`src/rtl/doraemon_pkg.sv`:
```
// Shared definitions for the doraemon feeder slice.
// Holds the feeder FSM encoding, the 38-bit candidate record layout
// ({id, size, iq, eq, size_w, iq_w, eq_w}, id in the MSBs), session
// defaults and a record packing helper.
package doraemon_pkg;

    typedef enum logic [2:0] {
        ST_IDLE  = 3'd0,
        ST_INIT  = 3'd1,
        ST_WAIT  = 3'd2,
        ST_ISSUE = 3'd3,
        ST_DONE  = 3'd4
    } feeder_state_e;

    localparam int ID_W   = 5;
    localparam int BYTE_W = 8;
    localparam int WGT_W  = 3;
    localparam int REC_W  = 38;
    localparam int CNT_W  = 13;

    // Field offsets inside the record, LSB first.
    localparam int OFF_EQ_W   = 0;
    localparam int OFF_IQ_W   = 3;
    localparam int OFF_SIZE_W = 6;
    localparam int OFF_EQ     = 9;
    localparam int OFF_IQ     = 17;
    localparam int OFF_SIZE   = 25;
    localparam int OFF_ID     = 33;

    localparam int INIT_N_DEF = 5;
    localparam int TOTAL_DEF  = 6000;

    function automatic logic [REC_W-1:0] pack_rec(
        input logic [ID_W-1:0]   id,
        input logic [BYTE_W-1:0] size,
        input logic [BYTE_W-1:0] iq,
        input logic [BYTE_W-1:0] eq,
        input logic [WGT_W-1:0]  size_w,
        input logic [WGT_W-1:0]  iq_w,
        input logic [WGT_W-1:0]  eq_w
    );
        return {id, size, iq, eq, size_w, iq_w, eq_w};
    endfunction

endpackage

```
`src/rtl/feeder_sync_fifo.sv`:
```
// Single-clock FIFO buffering candidate records in front of the selector.
// Ports: clk1/rst_n clock and async active-low reset; push/wdata write
// side; pop/rdata read side (rdata is the current head, valid when !empty);
// full/empty status. Pointers carry one extra wrap bit so full and empty
// are told apart without a separate counter.
module feeder_sync_fifo #(
    parameter int WIDTH = 38,
    parameter int DEPTH = 8
) (
    input  logic             clk1,
    input  logic             rst_n,
    input  logic             push,
    input  logic [WIDTH-1:0] wdata,
    input  logic             pop,
    output logic [WIDTH-1:0] rdata,
    output logic             full,
    output logic             empty
);

    localparam int ASIZE = $clog2(DEPTH);
    localparam logic [ASIZE:0] PTR_ONE = {{ASIZE{1'b0}}, 1'b1};

    logic [ASIZE:0]   wr_ptr_r;
    logic [ASIZE:0]   rd_ptr_r;
    logic [WIDTH-1:0] mem_r [DEPTH];
    logic             do_push_s;
    logic             do_pop_s;

    assign full  = (wr_ptr_r[ASIZE] != rd_ptr_r[ASIZE]) &&
                   (wr_ptr_r[ASIZE-1:0] == rd_ptr_r[ASIZE-1:0]);
    assign empty = (wr_ptr_r == rd_ptr_r);

    // Requests are self-guarded so a caller cannot overrun or underrun.
    assign do_push_s = push && !full;
    assign do_pop_s  = pop && !empty;

    assign rdata = mem_r[rd_ptr_r[ASIZE-1:0]];

    // Read and write pointer advance.
    always_ff @(posedge clk1 or negedge rst_n) begin
        if (!rst_n) begin
            wr_ptr_r <= {(ASIZE+1){1'b0}};
            rd_ptr_r <= {(ASIZE+1){1'b0}};
        end else begin
            if (do_push_s) begin
                wr_ptr_r <= wr_ptr_r + PTR_ONE;
            end
            if (do_pop_s) begin
                rd_ptr_r <= rd_ptr_r + PTR_ONE;
            end
        end
    end

    // Record storage; contents are only meaningful between the pointers.
    always_ff @(posedge clk1) begin
        if (do_push_s) begin
            mem_r[wr_ptr_r[ASIZE-1:0]] <= wdata;
        end
    end

endmodule

```
`src/rtl/doraemon_feeder.sv`:
```
// Feeder in front of the clk1 top-5 selector.
// Ports: clk1/rst_n clock and async active-low reset; s_valid/s_ready plus
// s_* record fields from the producer; ready from the selector; in_valid
// plus registered record fields toward the selector; issued_cnt counts
// records issued this session; done is high once the session is complete.
// Protocol: the first INIT_N records are issued as soon as they are
// buffered, later ones only while ready is high, and issuing stops for
// good after TOTAL records.
module doraemon_feeder
    import doraemon_pkg::*;
#(
    parameter int DEPTH  = 8,
    parameter int TOTAL  = TOTAL_DEF,
    parameter int INIT_N = INIT_N_DEF
) (
    input  logic              clk1,
    input  logic              rst_n,
    input  logic              s_valid,
    output logic              s_ready,
    input  logic [ID_W-1:0]   s_id,
    input  logic [BYTE_W-1:0] s_size,
    input  logic [BYTE_W-1:0] s_iq,
    input  logic [BYTE_W-1:0] s_eq,
    input  logic [WGT_W-1:0]  s_size_w,
    input  logic [WGT_W-1:0]  s_iq_w,
    input  logic [WGT_W-1:0]  s_eq_w,
    input  logic              ready,
    output logic              in_valid,
    output logic [ID_W-1:0]   doraemon_id,
    output logic [BYTE_W-1:0] size,
    output logic [BYTE_W-1:0] iq_score,
    output logic [BYTE_W-1:0] eq_score,
    output logic [WGT_W-1:0]  size_weight,
    output logic [WGT_W-1:0]  iq_weight,
    output logic [WGT_W-1:0]  eq_weight,
    output logic [CNT_W-1:0]  issued_cnt,
    output logic              done
);

    localparam logic [CNT_W-1:0] TOTAL_C  = CNT_W'(TOTAL);
    localparam logic [CNT_W-1:0] INIT_C   = CNT_W'(INIT_N);
    localparam logic [CNT_W-1:0] CNT_ONE  = {{(CNT_W-1){1'b0}}, 1'b1};

    feeder_state_e    state_r;
    feeder_state_e    state_nxt_s;
    logic             issue_s;
    logic             push_s;
    logic             fifo_full_s;
    logic             fifo_empty_s;
    logic             cnt_below_s;
    logic [CNT_W-1:0] cnt_inc_s;
    logic [REC_W-1:0] rec_in_s;
    logic [REC_W-1:0] head_s;

    assign rec_in_s    = pack_rec(s_id, s_size, s_iq, s_eq, s_size_w, s_iq_w, s_eq_w);
    assign s_ready     = !fifo_full_s && (state_r != ST_DONE);
    assign push_s      = s_valid && s_ready;
    assign cnt_below_s = (issued_cnt < TOTAL_C);
    assign cnt_inc_s   = issued_cnt + CNT_ONE;

    feeder_sync_fifo #(
        .WIDTH (REC_W),
        .DEPTH (DEPTH)
    ) u_fifo (
        .clk1  (clk1),
        .rst_n (rst_n),
        .push  (push_s),
        .wdata (rec_in_s),
        .pop   (issue_s),
        .rdata (head_s),
        .full  (fifo_full_s),
        .empty (fifo_empty_s)
    );

    // State register.
    always_ff @(posedge clk1 or negedge rst_n) begin
        if (!rst_n) begin
            state_r <= ST_IDLE;
        end else begin
            state_r <= state_nxt_s;
        end
    end

    // Next-state and issue decision.
    // IDLE issues too when the FIFO is non-empty so the first record reaches
    // the selector one edge after it is buffered; IDLE then falls into INIT.
    always_comb begin
        state_nxt_s = state_r;
        issue_s     = 1'b0;
        case (state_r)
            ST_IDLE, ST_INIT: begin
                if (!fifo_empty_s && cnt_below_s) begin
                    issue_s = 1'b1;
                    if (cnt_inc_s == TOTAL_C) begin
                        state_nxt_s = ST_DONE;
                    end else if (cnt_inc_s >= INIT_C) begin
                        state_nxt_s = ST_WAIT;
                    end else begin
                        state_nxt_s = ST_INIT;
                    end
                end else begin
                    state_nxt_s = state_r;
                end
            end
            ST_WAIT: begin
                // The transition cycle itself never pops.
                if (ready) begin
                    state_nxt_s = ST_ISSUE;
                end else begin
                    state_nxt_s = ST_WAIT;
                end
            end
            ST_ISSUE: begin
                if (!ready) begin
                    state_nxt_s = ST_WAIT;
                end else if (!fifo_empty_s && cnt_below_s) begin
                    issue_s = 1'b1;
                    if (cnt_inc_s == TOTAL_C) begin
                        state_nxt_s = ST_DONE;
                    end else begin
                        state_nxt_s = ST_ISSUE;
                    end
                end else begin
                    state_nxt_s = ST_ISSUE;
                end
            end
            ST_DONE: begin
                state_nxt_s = ST_DONE;
            end
            default: begin
                state_nxt_s = ST_IDLE;
            end
        endcase
    end

    // Output registers and issue counter; fields are zeroed when nothing
    // is issued so the selector never sees stale data.
    always_ff @(posedge clk1 or negedge rst_n) begin
        if (!rst_n) begin
            in_valid    <= 1'b0;
            doraemon_id <= 5'd0;
            size        <= 8'd0;
            iq_score    <= 8'd0;
            eq_score    <= 8'd0;
            size_weight <= 3'd0;
            iq_weight   <= 3'd0;
            eq_weight   <= 3'd0;
            issued_cnt  <= 13'd0;
            done        <= 1'b0;
        end else begin
            done <= (state_nxt_s == ST_DONE);
            if (issue_s) begin
                in_valid    <= 1'b1;
                doraemon_id <= head_s[OFF_ID +: ID_W];
                size        <= head_s[OFF_SIZE +: BYTE_W];
                iq_score    <= head_s[OFF_IQ +: BYTE_W];
                eq_score    <= head_s[OFF_EQ +: BYTE_W];
                size_weight <= head_s[OFF_SIZE_W +: WGT_W];
                iq_weight   <= head_s[OFF_IQ_W +: WGT_W];
                eq_weight   <= head_s[OFF_EQ_W +: WGT_W];
                issued_cnt  <= cnt_inc_s;
            end else begin
                in_valid    <= 1'b0;
                doraemon_id <= 5'd0;
                size        <= 8'd0;
                iq_score    <= 8'd0;
                eq_score    <= 8'd0;
                size_weight <= 3'd0;
                iq_weight   <= 3'd0;
                eq_weight   <= 3'd0;
            end
        end
    end

endmodule

```
`config.mk`:
```
export PLATFORM = sky130hd
export DESIGN_NAME = doraemon_feeder
export DESIGN_NICKNAME = d
export VERILOG_FILES = /design/src/rtl/doraemon_pkg.sv /design/src/rtl/feeder_sync_fifo.sv /design/src/rtl/doraemon_feeder.sv
export SDC_FILE = /design/constraint.sdc
export NUM_CORES = 1
export LEC_CHECK = 0
export BUFFER_PORTS_ARGS = -buffer_cell sky130_fd_sc_hd__buf_2
export CAP_MARGIN = 20
export CELL_PAD_IN_SITES_DETAIL_PLACEMENT = 1
export CELL_PAD_IN_SITES_GLOBAL_PLACEMENT = 2
export CORE_ASPECT_RATIO = 1.75
export CORE_MARGIN = 4
export CORE_UTILIZATION = 47
export DETAILED_ROUTE_END_ITERATION = 10
export HOLD_SLACK_MARGIN = 0.1
export PLACE_DENSITY = 0.92
export SLEW_MARGIN = 20
export SYNTH_ARGS = -nofsm -noshare
export SYNTH_HDL_FRONTEND = slang
export SYNTH_SLANG_ARGS = --single-unit
```
`constraint.sdc`:
```
create_clock -name clk1 -period 6.22 [get_ports clk1]
set_clock_uncertainty 0.05 [all_clocks]
set_input_delay 0.622 -clock clk1 [delete_from_list [all_inputs] [get_ports clk1]]
set_output_delay 0.622 -clock clk1 [all_outputs]
set_load 0.02 [all_outputs]
```
==> key figures <==
Outcome
  – Outcome: finished, final reports clean

STA
  – Sum of negative setup slack: 0 ns
  – Slew of the pin with the lowest slew margin: 0.978 ns
  – RSZ-0062 raised after global routing: false
  – Final hold violation count: 0
  – Final cycle utilization of the critical path: 56.3%
  – Final setup violation count: 0
  – Max Slew Vio Count: 0
  – Min cycle time layout: 3.50 ns
  – Max-slew headroom: 34.8%
  – Fmax: 0.285 GHz

Worst setup path
  – Worst path cell trace: buf_4 -> xor2_1 -> nor4_1 -> a21oi_1 -> and2_1 -> nand2_1 -> nor2_4 -> buf_4
  – Critical path arrival: 3.68 ns
  – Most frequent CP cell: buf_4
  – Startpoint Class: flip-flop
  – Critical path required time: 6.40 ns
  – Worst path slowest cell: buf_4
  – CP Capture Type: flip-flop
  – CP Class: reg -> reg
  – Crit path buffers/inverters: 2
  – CP max stage delay: 0.65 ns
  – Kind of cell adding the most delay to the critical path: simple AND/OR/NAND/NOR gates
  – CP Max Fanout: 41

GRT
  – GRT Util Overall: 18.4%
  – First-pass GRT wire length: 46.7 mm
  – Initial antenna violation count: 3
  – Grt ovf: 0
  – Largest net degree at the start of global routing: 80
  – Vias in the first global route: 7690

Die
  – Die Span Y: 237 um
  – Core Box Area: 29500 sq um
  – Top Ports: 96
  – Num rows: 83
  – Initial Utilization: 47.9%
  – Die area: 33000 sq um
  – Die X: 139 um

Placed design
  – DP Wirelength: 18.0 mm
  – DP Area: 15100 sq um
  – IO buf count: 95
  – Final GP Congestion: 0.768

Synth
  – Syn Area/Cell: 20.0 sq um
  – Main flop type after synthesis: edfxtp_1
  – Post-Synth Simple-Gate Area: 4.11%
  – Synth Net Count: 752
  – Xor and xnor area share after synthesis: 1.61%
  – Post-synth EDFFs: 304
  – Post-synth ARST share: 17.4%
  – Unique masters post-synth: 52
  – Area share of fa/ha/maj cells after synthesis: 0.443%
  – Largest family of logic cells by synthesized area: multiplexers
  – Yosys reg bits: 368
  – Sequential area share after synthesis: 76.0%
  – Synth Cell Area: 14100 sq um
  – Mapped Cells: 705
  – Post-synthesis mux area share: 14.8%
  – Compound-Gate Fraction of Synth Area: 1.57%
  – Ys Warns: 0

Cells and area
  – Area of the multi-input gates: 3230 sq um
  – Post-layout util: 54.6%
  – Layout cells sized above 1: 30.6%
  – P&R area growth vs syn: 14.1%
  – FF/Latch Area: 10700 sq um
  – Finished Cell Area: 16100 sq um
  – Layout fillers: 2676
  – Layout net count: 856

Detailed routing
  – ANT nets after route: 0
  – Initial DRC count: 494
  – DR vias/cell: 5.64
  – Pre-antenna DRT Iters: 4
  – DRC Markers: 0
  – Via Count: 6862
  – Wire per inst: 24.6 um
  – Final WL: 30.0 mm

Clock network
  – CTS buffer count: 31
  – Post-CTS sizing: 0
  – TritonCTS Sinks: 368
  – Bufs on Longest Clock Path: 3
  – Root Buffer: clkbuf_16
  – Setup bufs post-CTS: 0
  – Reg clk slew, reported paths: 0.07 ns
  – Worst-skew pair later-pin latency: 0.56 ns
  – Post-CTS Hold Buffers: 0
  – CTS tree: done
  – H-tree Lvls: 1

Power
  – Pleak: 5.78 nW
  – Peak supply drop: 0.288 mV
  – Cell Pwr Density: 455 nW/um^2

Job
  – MaxCap Viol Count: 0

Hold path
  – Min-delay worst type: in -> async
==> Yosys cell counts, drive strengths merged (6+ instances only) <==
library cell / n / area [sq um]
edfxtp: 304 / 9130
xor2: 8 / 70.1
mux2i: 38 / 380
nand3: 7 / 35.0
inv: 8 / 30.0
nand2: 26 / 105
dfrtp: 64 / 1600
buf: 26 / 130
nor3: 7 / 40.0
nor4: 6 / 43.8
nor2: 45 / 169
nand4: 8 / 50.1
xnor2: 18 / 158
clkbuf: 13 / 50.0
mux4: 76 / 1710
==> worst paths after layout <==
path / startpoint / endpoint / slack (ns) / depth (start not counted)
worst min register to register: u_fifo.rd_ptr_r[3]$_DFFE_PN0P_ / u_fifo.rd_ptr_r[3]$_DFFE_PN0P_ / 0.48 / 1
worst max register to register: u_fifo.rd_ptr_r[2]$_DFFE_PN0P_ / u_fifo.mem_r[6][10]$_DFFE_PP_ / 2.72 / 8
min in group clk1: s_id[0] / u_fifo.mem_r[5][33]$_DFFE_PP_ / 0.28 / 1
max in group asynchronous: rst_n / u_fifo.rd_ptr_r[0]$_DFFE_PN0P_ / 5.24 / 1
worst min-delay path: rst_n / iq_weight[1]$_DFF_PN0_ / 0.16 / 1
worst max-delay path: u_fifo.rd_ptr_r[2]$_DFFE_PN0P_ / u_fifo.mem_r[6][10]$_DFFE_PP_ / 2.72 / 8
==> stage by stage <==
stage               power, mW  cells  setup WS, ns  hold slack [ns]
finish                   7.34   1217          2.72            0.155
global route             7.69   1216          2.49            0.214
CTS                      7.44   1215          2.68            0.181
detailed placement       5.45   1158          2.73            0.460
global placement         5.36   1158          2.85            0.434
floorplan                4.82    705         0.560            0.276
==> worst reg2reg max path: stages, from the launching register on <==
cell,delay [ns]
dfrtp_2,0.35
buf_4,0.65
xor2_1,0.24
nor4_1,0.09
a21oi_1,0.24
and2_1,0.26
nand2_1,0.20
nor2_4,0.65
buf_4,0.45
==> flip-flops by register name, summed over array words and instances, names as in the netlist <==
name	cells
iq_weight	3
issued_cnt	13
u_fifo.mem_r	304
eq_score	8
eq_weight	3
done	1
in_valid	1
iq_score	8
size	8
u_fifo.wr_ptr_r	4
u_fifo.rd_ptr_r	4
state_r	3
size_weight	3
doraemon_id	5
==> cell usage in the layout, fill, tap and decap left out, drive strengths merged, types with 3 or more instances in the layout <==
| cell | netlist | routed |
|---|---|---|
| a21oi | 5 | 5 |
| buf | 26 | 110 |
| bufinv | 0 | 4 |
| clkbuf | 13 | 41 |
| clkinv | 0 | 9 |
| clkinvlp | 0 | 3 |
| dfrtp | 64 | 64 |
| edfxtp | 304 | 304 |
| ha | 5 | 5 |
| inv | 8 | 8 |
| mux2i | 38 | 38 |
| mux4 | 76 | 76 |
| nand2 | 26 | 26 |
| nand3 | 7 | 7 |
| nand4 | 8 | 8 |
| nor2 | 45 | 45 |
| nor3 | 7 | 7 |
| nor4 | 6 | 6 |
| o21ai | 4 | 4 |
| or2 | 3 | 3 |
| xnor2 | 18 | 18 |
| xor2 | 8 | 8 |
==> layout make-up <==
cell class,instances,area share [%]
Tap cell,382,2.97
Clock inverter,16,1.13
Inverter,8,0.186
Antenna cell,2,0.0311
Sequential cell,368,66.6
Multi-Input combinational cell,290,20.0
Clock buffer,41,5.36
Timing Repair Buffer,110,3.69
==> layer usage <==
| layer | global-route usage (%) | wire, um | vias up |
|---|---|---|---|
| met4 | 6.94 | 984 | 2 |
| met2 | 33.7 | 16300 | 166 |
| met3 | 2.36 | 1070 | 52 |
| li1 | - | - | 2996 |
| met1 | 22.3 | 11600 | 3646 |
| met5 | 0 | 7 | - |
==> power by group <==
group / switching, mW / leakage (nW) / internal, mW
logic: 1.12 / 1.67 / 0.858
registers: 0.261 / 3.60 / 3.13
clock network: 0.828 / 0.504 / 1.14
==> kinds of logic (layout without fill, tap and decap cells) <==
group           count (synthesis)  count (layout)
simple gates                  117             117
fa+ha+maj                       5               5
flops                         368             368
xor+xnor                       26              26
buf+inv                        47             175
mux                           114             114
other cells                     0               2
compound gates                 28              28
Power figures use the tool's default switching activity.
